### src/rtl/muxn_scan.sv
// N-channel registered mux with manual select and a dwell-timed channel scanner.
// Optional MUXN_SCAN_MASK_EN adds a per-channel mask that removes channels from the scan order.
module muxn_scan #(
  parameter int N     = 4,
  parameter int W     = 1,
  parameter int DWELL = 1,
  localparam int SW   = $clog2(N)
) (
  input  logic           clk,
  input  logic           n_reset,
  input  logic [N*W-1:0] x,
  input  logic [SW-1:0]  sel,
  input  logic           mode,
  input  logic           en,
`ifdef MUXN_SCAN_MASK_EN
  input  logic [N-1:0]   mask,
`endif
  output logic [W-1:0]   y,
  output logic [SW-1:0]  ch,
  output logic           valid,
  output logic           wrap
);

  localparam int DCW = (DWELL > 1) ? $clog2(DWELL) : 1;
  localparam logic [DCW-1:0] DLAST = DCW'(DWELL - 1);

  typedef enum logic [1:0] {IDLE, MANUAL, SCAN} state_t;

  state_t         state, state_p0;
  logic [SW-1:0]  idx, idx_p0;
  logic [DCW-1:0] dcnt, dcnt_p0;
  logic           pend, pend_p0;
  logic [W-1:0]   y_p0;
  logic [SW-1:0]  ch_p0;
  logic           vld_p0;
  logic           wrap_p0;
  logic [N-1:0]   scan_mask;
  logic [SW:0]    hit, nxt;
  logic [SW-1:0]  eff;

`ifdef MUXN_SCAN_MASK_EN
  assign scan_mask = mask;
`else
  assign scan_mask = '0;
`endif

  function automatic logic [W-1:0] pick(input logic [N*W-1:0] d, input int k);
    return d[k*W +: W];
  endfunction

  // Returns {found, index} of the first unmasked channel searching upward from
  // 'from' with wrap-around; 'incl' decides whether 'from' itself is a candidate.
  function automatic logic [SW:0] find_open(input logic [N-1:0] m,
                                            input logic [SW-1:0] from,
                                            input logic incl);
    logic [SW:0] r;
    int j;
    r = '0;
    for (int o = N; o >= 0; o--) begin
      if ((o > 0 || incl) && (o < N || !incl)) begin
        j = (int'(from) + o) % N;
        if (!m[j]) r = {1'b1, SW'(j)};
      end
    end
    return r;
  endfunction

  // p0: next-state and next-output decode
  always_comb begin
    state_p0 = state;
    idx_p0   = idx;
    dcnt_p0  = dcnt;
    pend_p0  = pend;
    y_p0     = y;
    ch_p0    = ch;
    vld_p0   = valid;
    wrap_p0  = 1'b0;
    hit      = '0;
    nxt      = '0;
    eff      = '0;
    if (en) begin
      state_p0 = mode ? SCAN : MANUAL;
      if (state != IDLE) begin
        if (!mode) begin
          ch_p0   = sel;
          idx_p0  = '0;
          dcnt_p0 = '0;
          pend_p0 = 1'b0;
          if (int'(sel) < N) begin
            y_p0   = pick(x, int'(sel));
            vld_p0 = 1'b1;
          end else begin
            y_p0   = '0;
            vld_p0 = 1'b0;
          end
        end else begin
          hit = find_open(scan_mask, idx, 1'b1);
          if (!hit[SW]) begin
            y_p0   = '0;
            ch_p0  = idx;
            vld_p0 = 1'b0;
          end else begin
            eff     = hit[SW-1:0];
            y_p0    = pick(x, int'(eff));
            ch_p0   = eff;
            vld_p0  = 1'b1;
            // A wrap recorded on the previous advance is reported alongside
            // the first sample of the new pass.
            wrap_p0 = pend;
            pend_p0 = 1'b0;
            idx_p0  = eff;
            if (dcnt == DLAST) begin
              nxt     = find_open(scan_mask, eff, 1'b0);
              idx_p0  = nxt[SW-1:0];
              dcnt_p0 = '0;
              pend_p0 = (nxt[SW-1:0] <= eff) || (eff < idx);
            end else begin
              dcnt_p0 = dcnt + 1'b1;
            end
          end
        end
      end
    end
  end

  // p1: registered outputs and scan state
  always_ff @(posedge clk) begin
    if (!n_reset) begin
      state <= IDLE;
      idx   <= '0;
      dcnt  <= '0;
      pend  <= 1'b0;
      y     <= '0;
      ch    <= '0;
      valid <= 1'b0;
      wrap  <= 1'b0;
    end else begin
      state <= state_p0;
      idx   <= idx_p0;
      dcnt  <= dcnt_p0;
      pend  <= pend_p0;
      y     <= y_p0;
      ch    <= ch_p0;
      valid <= vld_p0;
      wrap  <= wrap_p0;
    end
  end

endmodule

### config.mk
export PLATFORM = sky130hd
export DESIGN_NAME = muxn_scan
export DESIGN_NICKNAME = d
export VERILOG_FILES = /design/src/rtl/muxn_scan.sv
export SDC_FILE = /design/constraint.sdc
export NUM_CORES = 1
export LEC_CHECK = 0
export CAP_MARGIN = 20
export CORE_AREA = 2 2 39 41
export DETAILED_ROUTE_END_ITERATION = 12
export DIE_AREA = 0 0 41 43
export GPL_TIMING_DRIVEN = 0
export PLACE_DENSITY = 0.69
export SKIP_CTS_REPAIR_TIMING = 1
export SLEW_MARGIN = 25
export SYNTH_ARGS = -nofsm -noshare
export SYNTH_HDL_FRONTEND = slang
export SYNTH_SLANG_ARGS = --single-unit
### constraint.sdc
create_clock -name clk -period 2.2 [get_ports clk]
set_input_delay 0.44 -clock clk [delete_from_list [all_inputs] [get_ports clk]]
set_output_delay 0.44 -clock clk [all_outputs]
set_load 0.02 [all_outputs]
## Word level (Yosys, flattened, before mapping)

Cells that the tools add are included.

- Word-level logic and storage cells: 103
- Output and inout bits: 5
- Input port bits: 10
- Register bits after elaboration: 11

- Shift operators: 2
- Reduce and logical (&&, ||, !) cells: 12
- Multiplexer cells: 55
- Equality and inequality tests: 1
- Order comparisons: 10
- Bitwise logic cells: 7
- Add/subtract/negate cells: 8

Operators by type and width:

| cell | number |
|---|---|
| $mux W2 | 15 |
| $lt A3 B4 Y1 const B | 7 |
| $mux W1 | 25 |
| $mux W3 | 7 |
| $bmux W1 S2 | 8 |
| $reduce_or A2 Y1 | 7 |
| $add A2 B2 Y2 const B | 4 |
| $shiftx A4 B3 Y1 | 2 |
| $and A1 B1 Y1 const A | 7 |
| $add A2 B1 Y2 const B | 3 |
| $reduce_and A5 Y1 | 1 |
| $lt A2 B3 Y1 const B | 1 |
| $reduce_and A3 Y1 | 1 |
| $le A2 B2 Y1 | 1 |
| $lt A2 B2 Y1 | 1 |
| $ne A2 B1 Y1 const B | 1 |
| $reduce_and A2 Y1 | 1 |
| $reduce_bool A2 Y1 | 1 |
| $add A1 B1 Y1 const B | 1 |
| $logic_or A1 B1 Y1 | 1 |

## Logic depth before layout (Yosys ltp)

- Depth after elaboration: 33
- Mapped depth: 5
- Gate-level depth less buffers: 4

## Worst setup path after synthesis

OpenSTA, ideal clock, no wires.

- Path kind: input port to flip-flop
- Start point: input mode
- End point: register y
- Library setup time: 0.118 ns
- Cell stages on the path: 4
- Setup slack: 1.140 ns
- Required time: 2.082 ns
- Arrival: 0.942 ns
- Buffers on the path: 0
- Cells stage by stage: mux2i_1 -> nor2b_1 -> o211ai_1 -> o21ai_1

- Longest elaborated chain between the ends: 1

Ends and longest elaborated chain:

| element | line | RTL |
|---|---|---|
| start, declared | 13 | `input logic mode,` |
| $mux W1 | 84 | `if (!mode) begin` |
| end signal, assigned | 142 | `y <= y_p0;` |
| end, declared | 18 | `output logic [W-1:0] y,` |

Every way passes these cells.
A chain may end at the register's enable or synchronous reset.

## Worst setup path after layout

- Start point: register valid
- End point: output valid

RTL lines:

| element | line | RTL |
|---|---|---|
| start, declared | 20 | `output logic valid,` |
| start signal, assigned | 144 | `valid <= vld_p0;` |

No word-level cell between the ends.

==> run summary <==
Clk sinks -> 10
HPWL after detailed placement -> 666.9 µm
Iter 0 DRT Violations -> 6
Vias in the first global route -> 377
Antenna Cells -> 0
Met2 wire length -> 396 µm
Min cycle time layout -> 1.630 ns
CTS tree -> yes
Core footprint -> 1384 µm²
Nets@finish -> 80
Site Rows -> 14
Die Y -> 43 µm
Buffer depth of the longest clock path -> 2
Pin count of the biggest net entering global routing -> 11
RSZ-0062 raised after global routing -> no
Worst slew margin -> 82.29%
FF/Latch Area -> 200.2 µm²
Syn nets -> 61
Total negative slack -> 0 ns
Number of H-tree levels -> 1
Global-route wire length before repair -> 1621 µm
Post-route ant nets -> 0
Crit path max-delay family -> buffers and inverters
Clock power share -> 30.5%
Die W -> 41 µm
Max-cap violation count -> 0
Crit Path Class -> flop to primary output
Sw frac -> 24.36%
Synth cell types -> 24
Via-per-instance ratio -> 5.024
Yosys top cell area share -> 43.01%
Clk pin slew, worst setup/hold paths -> 0.06 ns
Top cells by area in the synthesized netlist -> dfxtp_1 43%, a21oi_1 4.3%, mux2i_1 4.3%
Area growth syn-to-layout -> 39.25%
Initial antenna violation count -> 0
Met3 WL post-DR -> 31 µm
Total iterations of the first detailed-routing run -> 4
DRT Wirelength -> 902 µm
Crit Path Max Fanout -> 2
Most used DFF post-synth -> dfxtp_1
Worst vdd ir -> 315.3 µV
Inst Count DP -> 80
Synth Register Bits -> 10
Via count -> 417
Most frequent cells after synthesis -> 10 x dfxtp_1, 4 x a21oi_1, 4 x nand2_1, 4 x nand3_1, 3 x nor2b_1
Worst Max-Slew Pin Slew -> 0.2583 ns
Fmax achieved -> 0.6136 GHz
Final setup violation count -> 0
Outcome -> finished clean
Period utilization -> 74.08%
Clock Tree Root -> clkbuf_4
Count leader, synth -> dfxtp_1
Mean Syn Cell Area -> 9.309 µm²
PortBufs -> 14
Total GRT Usage -> 13.80%
Post-synth design cell area -> 465.4 µm²
Int Pwr -> 0.2933 mW
Lkg Pwr -> 0.2451 nW
Final cell count without fillers -> 83
Post-synthesis cell count -> 50
Dominant cell type by area after synthesis -> dfxtp_1
Die ar. -> 1763 µm²
Critical Path End Type -> primary output
Slew Viols, Final -> 0
I/O pins -> 15
Slowest-stage cell, CP -> clkdlybuf4s50_1
Fillers -> 137
Hold Fails Final Rpt -> 0
Area of the multi-input gates -> 249.0 µm²
Switch Pwr -> 0.09448 mW
DR top layer -> met3
GRT overflow -> 0
Flop2flop setup slack -> 1.15 ns
Post-Route M1 WL -> 473 µm
Worst-path cell chain -> clkdlybuf4s50_1
Arr. time, crit path -> 1.19 ns
Clk_lat worst skew -> 0.26 ns
Layout cells sized above 1 -> 11.94%
CP peak stage delay -> 0.60 ns
EDFF count, synth -> 0
WP buf/inv -> 1
Crit path required time -> 1.76 ns
TritonCTS buffer count -> 3
Power share of the sequential group -> 50.7%
Clock Skew -> 0.004708 ns
RePlAce Congestion -> 0.7443
WL/cell -> 10.87 µm
Drc violations -> 0
Critical Path Source Type -> flop
Initial Utilization -> 33.63%
YS warnings -> 0
Cell area power density -> 598.4 nW/µm²
Async S/R FF share, synth -> 0%
Combinational share of power -> 18.8%
Seq/Total Area, Yosys -> 43.01%
Hold crit path type -> flop to flop
[power by group through the flow]
| stage | clock (mW) | sequential, mW | combinational [mW] |
|---|---|---|---|
| after global placement | 0 | 0.200 | 0.0730 |
| after detailed placement | 0 | 0.200 | 0.0737 |
| final | 0.118 | 0.197 | 0.0730 |
| after CTS | 0.125 | 0.196 | 0.0740 |
| after global routing | 0.143 | 0.198 | 0.0804 |
| after floorplan | 0 | 0.206 | 0.0318 |
[final cells by class]
class | instances | area share, %
buffer | 2 | 2.510
clock buffer | 3 | 3.475
multi-input combinational | 38 | 38.42
sequential | 10 | 30.89
tap | 16 | 3.089
timing repair buffer | 14 | 21.62
[tightest hold or removal path: cells and delay by family (launching register included)]
kind | cells | cell delay, ns
flip-flops | 1 | 0.31
AND/OR/NAND/NOR | 2 | 0.10
[state kept, by name (all words and copies together) (netlist names)]
signal and count:
state 2, valid 1, y 1, pend 1, idx 2, ch 2
wrap 1
[per-layer routing]
| metal | vias to the layer above | GRT usage [%] |
|---|---|---|
| met5 | - | 0 |
| met4 | 0 | 4.000 |
| met3 | 0 | 7.853 |
| met2 | 7 | 15.63 |
| met1 | 192 | 21.43 |
| li1 | 218 | - |
[path summary, 6_finish.rpt]
kind                             from         endpoint  depth (start not counted)
setup / recovery   valid$_SDFFE_PN0P_            valid                          1
hold / removal      pend$_SDFFE_PN0P_  wrap$_SDFF_PN0_                          2
setup reg to reg  idx[0]$_SDFFE_PN0P_   y$_SDFFE_PN0P_                          4
hold reg to reg     pend$_SDFFE_PN0P_  wrap$_SDFF_PN0_                          2
[kinds of logic after synthesis]
kind of cell	after synthesis	share of synthesized area, %
buffers and inverters	2	3.493
adders and majority gates	1	2.688
DFF	10	43.01
muxes	2	4.301
and+or+nand+nor	18	20.16
AOI/OAI and AO/OA	17	26.34
[metrics by stage]
| stage | cell area (µm²) | setup WS (ns) | hold slack [ns] | total power, mW | utilization, % |
|---|---|---|---|---|---|
| after global placement | 625.6 | 0.4693 | 0.4270 | 0.2732 | 45.21 |
| after global routing | 648.1 | 0.4990 | 0.4904 | 0.4211 | 46.84 |
| after floorplan | 465.4 | 1.140 | 0.4222 | 0.2379 | - |
| after detailed placement | 625.6 | 0.4861 | 0.4347 | 0.2740 | 45.21 |
| final | 648.1 | 0.5703 | 0.4455 | 0.3878 | 46.84 |
| after CTS | 648.1 | 0.5558 | 0.4474 | 0.3958 | 46.84 |
[cells in the final DEF, fill, tap and decap left out, types with 2 or more instances in the layout]
cell type        instances
mux2i_1                  2
nor2_1                   2
a211oi_1                 2
clkbuf_4                 3
nand2b_1                 2
nand3_1                  4
nor2b_1                  3
o21ai_1                  2
clkdlybuf4s50_1         14
dfxtp_1                 10
nand2_1                  4
a21oi_1                  4
a21boi_1                 2
No activity file was read; power rests on OpenSTA's default activity.
